--- config.mk ---
export PLATFORM = sky130hd
export DESIGN_NAME = addr_decoder_flat
export DESIGN_NICKNAME = d
export VERILOG_FILES = /design/src/rtl/addr_decoder_pkg.sv /design/src/rtl/addr_decoder_if.sv /design/src/rtl/addr_decoder.sv /design/src/flat_wrapper.sv
export SDC_FILE = /design/constraint.sdc
export NUM_CORES = 1
export LEC_CHECK = 0
export BUFFER_PORTS_ARGS = -buffer_cell sky130_fd_sc_hd__buf_2
export CAP_MARGIN = 20
export CELL_PAD_IN_SITES_DETAIL_PLACEMENT = 1
export CELL_PAD_IN_SITES_GLOBAL_PLACEMENT = 2
export CORE_MARGIN = 4
export CORE_UTILIZATION = 19
export CTS_BUF_LIST = sky130_fd_sc_hd__clkbuf_4 sky130_fd_sc_hd__clkbuf_8
export DETAILED_ROUTE_END_ITERATION = 8
export PLACE_DENSITY = 0.95
export SYNTH_ARGS = -nofsm -noshare
export SYNTH_HDL_FRONTEND = slang
export SYNTH_SLANG_ARGS = --single-unit
--- constraint.sdc ---
create_clock -name clk -period 5.4 [get_ports clk]
set_input_delay 1.08 -clock clk [delete_from_list [all_inputs] [get_ports clk]]
set_output_delay 1.08 -clock clk [all_outputs]
set_load 0.01 [all_outputs]
--- src/rtl/addr_decoder_pkg.sv ---
// Shared constants for the vector-core CPU bus decoder: port indices, region
// encoding and the address-to-region decode function.
package addr_decoder_pkg;

    localparam int NPORT = 5;

    localparam int BRAM_PROG_RAM = 0;
    localparam int BRAM_PROG_ROM = 1;
    localparam int BRAM_VECTOR   = 2;
    localparam int BRAM_MATH     = 3;
    localparam int BRAM_POKEY    = 4;

    typedef enum logic [3:0] {
        R_RAM, R_ROM, R_VEC, R_MATH, R_POKEY,
        R_IN0, R_DSW0, R_DSW1, R_BTN, R_NONE
    } region_e;

    localparam logic [14:0] A_RAM_END    = 15'h07FF;
    localparam logic [14:0] A_IN0        = 15'h0800;
    localparam logic [14:0] A_DSW0       = 15'h0A00;
    localparam logic [14:0] A_DSW1       = 15'h0C00;
    localparam logic [14:0] A_VGGO       = 15'h1200;
    localparam logic [14:0] A_VGRST      = 15'h1600;
    localparam logic [14:0] A_MATH_STAT  = 15'h1800;
    localparam logic [14:0] A_RB_BTN     = 15'h1802;
    localparam logic [14:0] A_RB_MATH_LO = 15'h1804;
    localparam logic [14:0] A_RB_MATH_HI = 15'h1806;
    localparam logic [14:0] A_BZ_MATH_LO = 15'h1810;
    localparam logic [14:0] A_BZ_MATH_HI = 15'h1818;
    localparam logic [14:0] A_MATH_WR_LO = 15'h1860;
    localparam logic [14:0] A_MATH_WR_HI = 15'h187F;
    localparam logic [14:0] A_VEC_LO     = 15'h2000;
    localparam logic [14:0] A_VEC_HI     = 15'h3FFF;
    localparam logic [14:0] A_ROM_LO     = 15'h4000;

    // POKEY occupies 1820-182F on Battlezone and 1810-181F on Red Baron.
    function automatic logic is_pokey(input logic [14:0] a, input logic mod_rb);
        return mod_rb ? (a[14:4] == 11'h181) : (a[14:4] == 11'h182);
    endfunction

    // Math box reads and writes live at different addresses, so the
    // direction is part of the decode.
    function automatic region_e decode_region(input logic [14:0] a,
                                              input logic        mod_rb,
                                              input logic        is_write);
        region_e r;
        r = R_NONE;
        if (a <= A_RAM_END) begin
            r = R_RAM;
        end else if (a >= A_ROM_LO) begin
            r = R_ROM;
        end else if (a >= A_VEC_LO && a <= A_VEC_HI) begin
            r = R_VEC;
        end else if (is_write) begin
            if (a >= A_MATH_WR_LO && a <= A_MATH_WR_HI) r = R_MATH;
            else if (is_pokey(a, mod_rb))                r = R_POKEY;
        end else begin
            if      (a == A_IN0)                                        r = R_IN0;
            else if (a == A_DSW0)                                       r = R_DSW0;
            else if (a == A_DSW1)                                       r = R_DSW1;
            else if (a == A_MATH_STAT)                                  r = R_MATH;
            else if (mod_rb && a == A_RB_BTN)                           r = R_BTN;
            else if (mod_rb && (a == A_RB_MATH_LO || a == A_RB_MATH_HI)) r = R_MATH;
            else if (!mod_rb && (a == A_BZ_MATH_LO || a == A_BZ_MATH_HI)) r = R_MATH;
            else if (is_pokey(a, mod_rb))                               r = R_POKEY;
        end
        return r;
    endfunction

endpackage

--- src/rtl/addr_decoder_if.sv ---
// CPU-side bus and BRAM-port bundle between the system top (master) and the
// address decoder (slave).
interface addr_decoder_if;
    import addr_decoder_pkg::*;

    logic                        clk_en;
    logic [15:0]                 addr;
    logic [7:0]                  dataFromCore;
    logic                        we;
    logic [NPORT-1:0][7:0]       dataFromBram;
    logic [7:0]                  dataToCore;
    logic [NPORT-1:0][15:0]      addrToBram;
    logic [NPORT-1:0][7:0]       dataToBram;
    logic [NPORT-1:0]            weEnBram;

    modport master (
        output clk_en, addr, dataFromCore, we, dataFromBram,
        input  dataToCore, addrToBram, dataToBram, weEnBram
    );

    modport slave (
        input  clk_en, addr, dataFromCore, we, dataFromBram,
        output dataToCore, addrToBram, dataToBram, weEnBram
    );

endinterface

--- src/rtl/addr_decoder.sv ---
// 6502 bus decoder for the Battlezone/Red Baron vector core: memory port
// selection, input-port reads and vector generator strobes.
module addr_decoder
    import addr_decoder_pkg::*;
(
    input  logic                 clk,
    input  logic                 rst,
    addr_decoder_if.slave        bus,
    input  logic                 halt,
    input  logic                 clk_3KHz,
    input  logic                 self_test,
    input  logic [7:0]           DSW0,
    input  logic [7:0]           DSW1,
    input  logic [7:0]           REDBARONBUTTONS,
    input  logic                 coin,
    input  logic                 mod_redbaron,
    output logic                 vggo,
    output logic                 vgrst
);

    region_e    rd_region;
    region_e    wr_region;
    region_e    sel_q, sel_d;
    logic [7:0] port_q, port_d;
    logic [7:0] in0;

    assign in0 = {clk_3KHz, halt, 1'b1, ~self_test, 1'b1, 1'b1, 1'b1, ~coin};

    assign rd_region = decode_region(bus.addr[14:0], mod_redbaron, 1'b0);
    assign wr_region = decode_region(bus.addr[14:0], mod_redbaron, 1'b1);

    always_comb begin
        // NOTE: every output gets a default before the case so no latch is inferred.
        bus.weEnBram = '0;
        for (int i = 0; i < NPORT; i++) begin
            bus.addrToBram[i] = bus.addr;
            bus.dataToBram[i] = bus.dataFromCore;
        end
        case (wr_region)
            R_RAM:   bus.weEnBram[BRAM_PROG_RAM] = bus.we;
            R_ROM:   bus.weEnBram[BRAM_PROG_ROM] = bus.we;
            R_VEC:   bus.weEnBram[BRAM_VECTOR]   = bus.we;
            R_MATH:  bus.weEnBram[BRAM_MATH]     = bus.we;
            R_POKEY: bus.weEnBram[BRAM_POKEY]    = bus.we;
            default: ;
        endcase
    end

    // Only a CPU read cycle moves the select; writes and idle clocks hold it.
    always_comb begin
        sel_d  = sel_q;
        port_d = port_q;
        if (bus.clk_en && !bus.we) begin
            sel_d = rd_region;
            case (rd_region)
                R_IN0:   port_d = in0;
                R_DSW0:  port_d = DSW0;
                R_DSW1:  port_d = DSW1;
                R_BTN:   port_d = REDBARONBUTTONS;
                default: port_d = 8'h00;
            endcase
        end
    end

    // NOTE: sequential state uses non-blocking assignments so all registers update together.
    always_ff @(posedge clk) begin
        if (rst) begin
            sel_q  <= R_NONE;
            port_q <= 8'h00;
        end else begin
            sel_q  <= sel_d;
            port_q <= port_d;
        end
    end

    always_comb begin
        bus.dataToCore = 8'h00;
        case (sel_q)
            R_RAM:   bus.dataToCore = bus.dataFromBram[BRAM_PROG_RAM];
            R_ROM:   bus.dataToCore = bus.dataFromBram[BRAM_PROG_ROM];
            R_VEC:   bus.dataToCore = bus.dataFromBram[BRAM_VECTOR];
            R_MATH:  bus.dataToCore = bus.dataFromBram[BRAM_MATH];
            R_POKEY: bus.dataToCore = bus.dataFromBram[BRAM_POKEY];
            R_IN0, R_DSW0, R_DSW1, R_BTN: bus.dataToCore = port_q;
            default: bus.dataToCore = 8'h00;
        endcase
    end

    assign vggo  = bus.we & bus.clk_en & ~rst & (bus.addr[14:0] == A_VGGO);
    assign vgrst = bus.we & bus.clk_en & ~rst & (bus.addr[14:0] == A_VGRST);

endmodule

--- src/flat_wrapper.sv ---
// flat-port wrapper written by rule: the top's interface ports become plain ports
module addr_decoder_flat import addr_decoder_pkg::*;
  (clk, rst, halt, clk_3KHz, self_test, DSW0, DSW1, REDBARONBUTTONS, coin, mod_redbaron, vggo, vgrst, bus_clk_en, bus_addr, bus_dataFromCore, bus_we, bus_dataFromBram, bus_dataToCore, bus_addrToBram, bus_dataToBram, bus_weEnBram);
  addr_decoder_if bus_i ();
  input  logic clk;
  input  logic rst;
  input  logic halt;
  input  logic clk_3KHz;
  input  logic self_test;
  input  logic [7:0] DSW0;
  input  logic [7:0] DSW1;
  input  logic [7:0] REDBARONBUTTONS;
  input  logic coin;
  input  logic mod_redbaron;
  output logic vggo;
  output logic vgrst;
  input wire logic [$bits(bus_i.clk_en)-1:0] bus_clk_en;
  input wire logic [$bits(bus_i.addr)-1:0] bus_addr;
  input wire logic [$bits(bus_i.dataFromCore)-1:0] bus_dataFromCore;
  input wire logic [$bits(bus_i.we)-1:0] bus_we;
  input wire logic [$bits(bus_i.dataFromBram)-1:0] bus_dataFromBram;
  output wire logic [$bits(bus_i.dataToCore)-1:0] bus_dataToCore;
  output wire logic [$bits(bus_i.addrToBram)-1:0] bus_addrToBram;
  output wire logic [$bits(bus_i.dataToBram)-1:0] bus_dataToBram;
  output wire logic [$bits(bus_i.weEnBram)-1:0] bus_weEnBram;
  assign bus_i.clk_en = bus_clk_en;
  assign bus_i.addr = bus_addr;
  assign bus_i.dataFromCore = bus_dataFromCore;
  assign bus_i.we = bus_we;
  assign bus_i.dataFromBram = bus_dataFromBram;
  assign bus_dataToCore = bus_i.dataToCore;
  assign bus_addrToBram = bus_i.addrToBram;
  assign bus_dataToBram = bus_i.dataToBram;
  assign bus_weEnBram = bus_i.weEnBram;
  addr_decoder u_core (.clk(clk), .rst(rst), .bus(bus_i), .halt(halt), .clk_3KHz(clk_3KHz), .self_test(self_test), .DSW0(DSW0), .DSW1(DSW1), .REDBARONBUTTONS(REDBARONBUTTONS), .coin(coin), .mod_redbaron(mod_redbaron), .vggo(vggo), .vgrst(vgrst));
endmodule
==> impl_metrics.csv <==
group,metric,value,unit
timing,min_period_over_period,67.7,%
timing,fmax,0.273,GHz
synthesis,synthCells,333,
min_path,min_path_type,"reg2reg",
die,die_h,121,um
pwr,p_per_area,139,nW/um^2
drt,first_pass_iters,5,
grt,grt_usage,11.5,%
grt,grt_pass1_vias,2569,
setup_path,crit_type,"reg2out",
timing,worst_pin_slew,1.15,ns
timing,period_needed,3.66,ns
synthesis,avgSynthCellArea,7.28,um^2
setup_path,cpMostUsedCell,"a21oi_1",
pwr,seqPwrFrac,28.9,%
grt,gr-usage-met1,13.5,%
setup_path,critPathMaxStageDelay,0.99,ns
setup_path,worstPathArrival,2.58,ns
setup_path,critPathRequiredTime,4.32,ns
die,initial_core_util,19.3,%
pwr,swShare,36.5,%
pwr,power.net_switching,0.000132,W
drt,num_vias,2455,
cts,cts_hold_buf,0,
layout,drive_above_1_share,53.0,%
cts,cts_max_level,1,
cts,path_clk_slew,0.05,ns
timing,rsz0062_at_grt,"no",
synthesis,yosys-top-cells-area,"buf_4, dfxtp_1, nor2_1, a21oi_1, a22oi_1",
pwr,combPwrFrac,45.1,%
pwr,peakVddDrop,44.4,uV
cts,cts.repair.resized,0,
pwr,p_clk_share,26.0,%
setup_path,start_kind,"flop",
grt,overflow,0,
cts,clock_latency,0.23,ns
setup_path,r2r_start,"u_core.sel_q[1]",
layout,n_antenna_cell,0,
die,io_pins,232,
cts,cts_tree,"built",
synthesis,yosys.area.top_type,"buf_4",
placed_design,port_buffers,177,
grt,grt_busiest_layer,"met2",
synthesis,synth_flop_cell,"dfxtp_1",
placed_design,dpl-instance-area,2550,um^2
timing,skew,0,ns
cts,root_buffer,"clkbuf_8",
synthesis,async_flop_share,0,%
die,die_area,14600,um^2
pwr,internal_power,0.000230,W
status,status,"finished, final reports clean",
synthesis,ys_seq_area_share,9.91,%
timing,slew_viol_final,0,
setup_path,critical_path.max_fanout,19,
placed_design,preCtsSetupSlack,1.95,ns
grt,grtUsageMet3,2.38,%
synthesis,ys_warn_count,0,
layout,utilization,20.7,%
job,max-cap-violations,0,
synthesis,synth_top_area_share,37.2,%
setup_path,crit_chain,"nor4b_1 -> a21oi_1 -> a21oi_1 -> buf_2",
drt,ant_nets,0,
die,design.core.area,12600,um^2
timing,fin_ws,1.74,ns
die,die_w,121,um
setup_path,cp-startpoint,"u_core.sel_q[1]",
grt,antenna_found_initial,1,
grt,grt_pass1_wl,13500,um
cts,cts_setup_buffers,0,
synthesis,synth_edf_count,0,
setup_path,worstSetupEndpointType,"output pin",
placed_design,hpwl,7820,um
layout,fin_nets,477,
layout,design_area,2610,um^2
drt,drc_errors,0,
timing,maxSlewHeadroom,22.4,%
min_path,hp-start,"u_core.port_q[2]",
grt,use_met2,20.3,%
synthesis,syn_nets,430,
timing,hold_viol,0,
synthesis,syn_area,2420,um^2
drt,viasPerCell,4.46,
die,rows,41,
timing,setup_tns,0,ns
synthesis,synth-seq-cells,12,
synthesis,yosysMostFrequentCell,"buf_4",
setup_path,slowest_stage,"nor4b_1",
cts,clock-sinks,12,
drt,drt_iter0_markers,91,
drt,drt-wirelength-per-cell,16.3,um
cts,cts_made_buffers,3,
cts,clk_path_buf_depth,2,
timing,hold_ws,0.561,ns
synthesis,synth_cell_type_count,54,
drt,routed_wl,8990,um
layout,area_growth_syn_to_layout,7.48,%
grt,grt_max_degree,26,
synthesis,synth_common_cells,"buf_4, nor2_1, a21oi_1, nand2_1, dfxtp_1",
placed_design,gp_congestion,0.793,
pwr,p_leak,1.21,nW
timing,finalSetupViolations,0,
## per-stage QoR
stage | power [W] | cells
6_report | 0.000362 | 551
3_5_place_dp | 0.000271 | 547
2_1_floorplan | 0.000252 | 333
4_1_cts | 0.000366 | 551
5_1_grt | 0.000385 | 551
3_3_place_gp | 0.000267 | 547
## path summary, 6_finish.rpt
path	end	slack, ns	depth (start not counted)
max	bus_dataToCore[0]	1.74	4
min	u_core.port_q[2]	0.56	2
max reg2reg	u_core.sel_q[1]	4.15	2
min reg2reg	u_core.port_q[2]	0.56	2
## flip-flops by register name, indices dropped and copies added, names as in the netlist
signal and cells:
u_core.port_q 8, u_core.sel_q 4
## final cells by class
cell class                 count  area, um^2
clock buffer                   4        55.1
inverter                       8        30.0
multi-input combinational    178        1180
timing repair buffer         177         886
sequential                    12         240
fill                        1615        9960
tap                          172         215
## per-layer routing
metal  part of all wire (%)  vias up
met4                    2.4        2
met2                     47      141
li1                       -     1152
met1                     40     1140
met5                   0.13        -
met3                     10       20
## cell usage in the layout (no fill, tap or decap), types with 7 or more instances in the layout
cell type,n
a31oi_1,7
a21oi_1,18
dfxtp_1,12
nor2_1,28
nor2b_1,9
nand2_1,15
inv_1,8
nor3_1,9
a22oi_1,9
buf_2,177
## cells by family (layout without fill, tap and decap cells)
logic type | after synthesis | count (layout) | synth area share [%]
compound gates | 70 | 70 | 20.5
buf+inv | 143 | 189 | 41.4
flops | 12 | 12 | 9.91
mux | 6 | 6 | 2.63
simple gates | 102 | 102 | 25.5
## worst max-delay path: cells and delay by family (launching register included)
family	cells	cell delay (ns)
compound gates	2	0.40
buf+inv	1	0.15
flops	1	0.79
simple gates	1	0.99
## power groups by stage
stage	sequential [W]	clock, W	combinational, W
floorplan	0.0000963	0	0.000156
global placement	0.000106	0	0.000161
detailed placement	0.000107	0	0.000165
CTS	0.000105	0.0000960	0.000166
global route	0.000106	0.0000989	0.000181
finish	0.000105	0.0000942	0.000163
(Power assumes the default switching activity.)
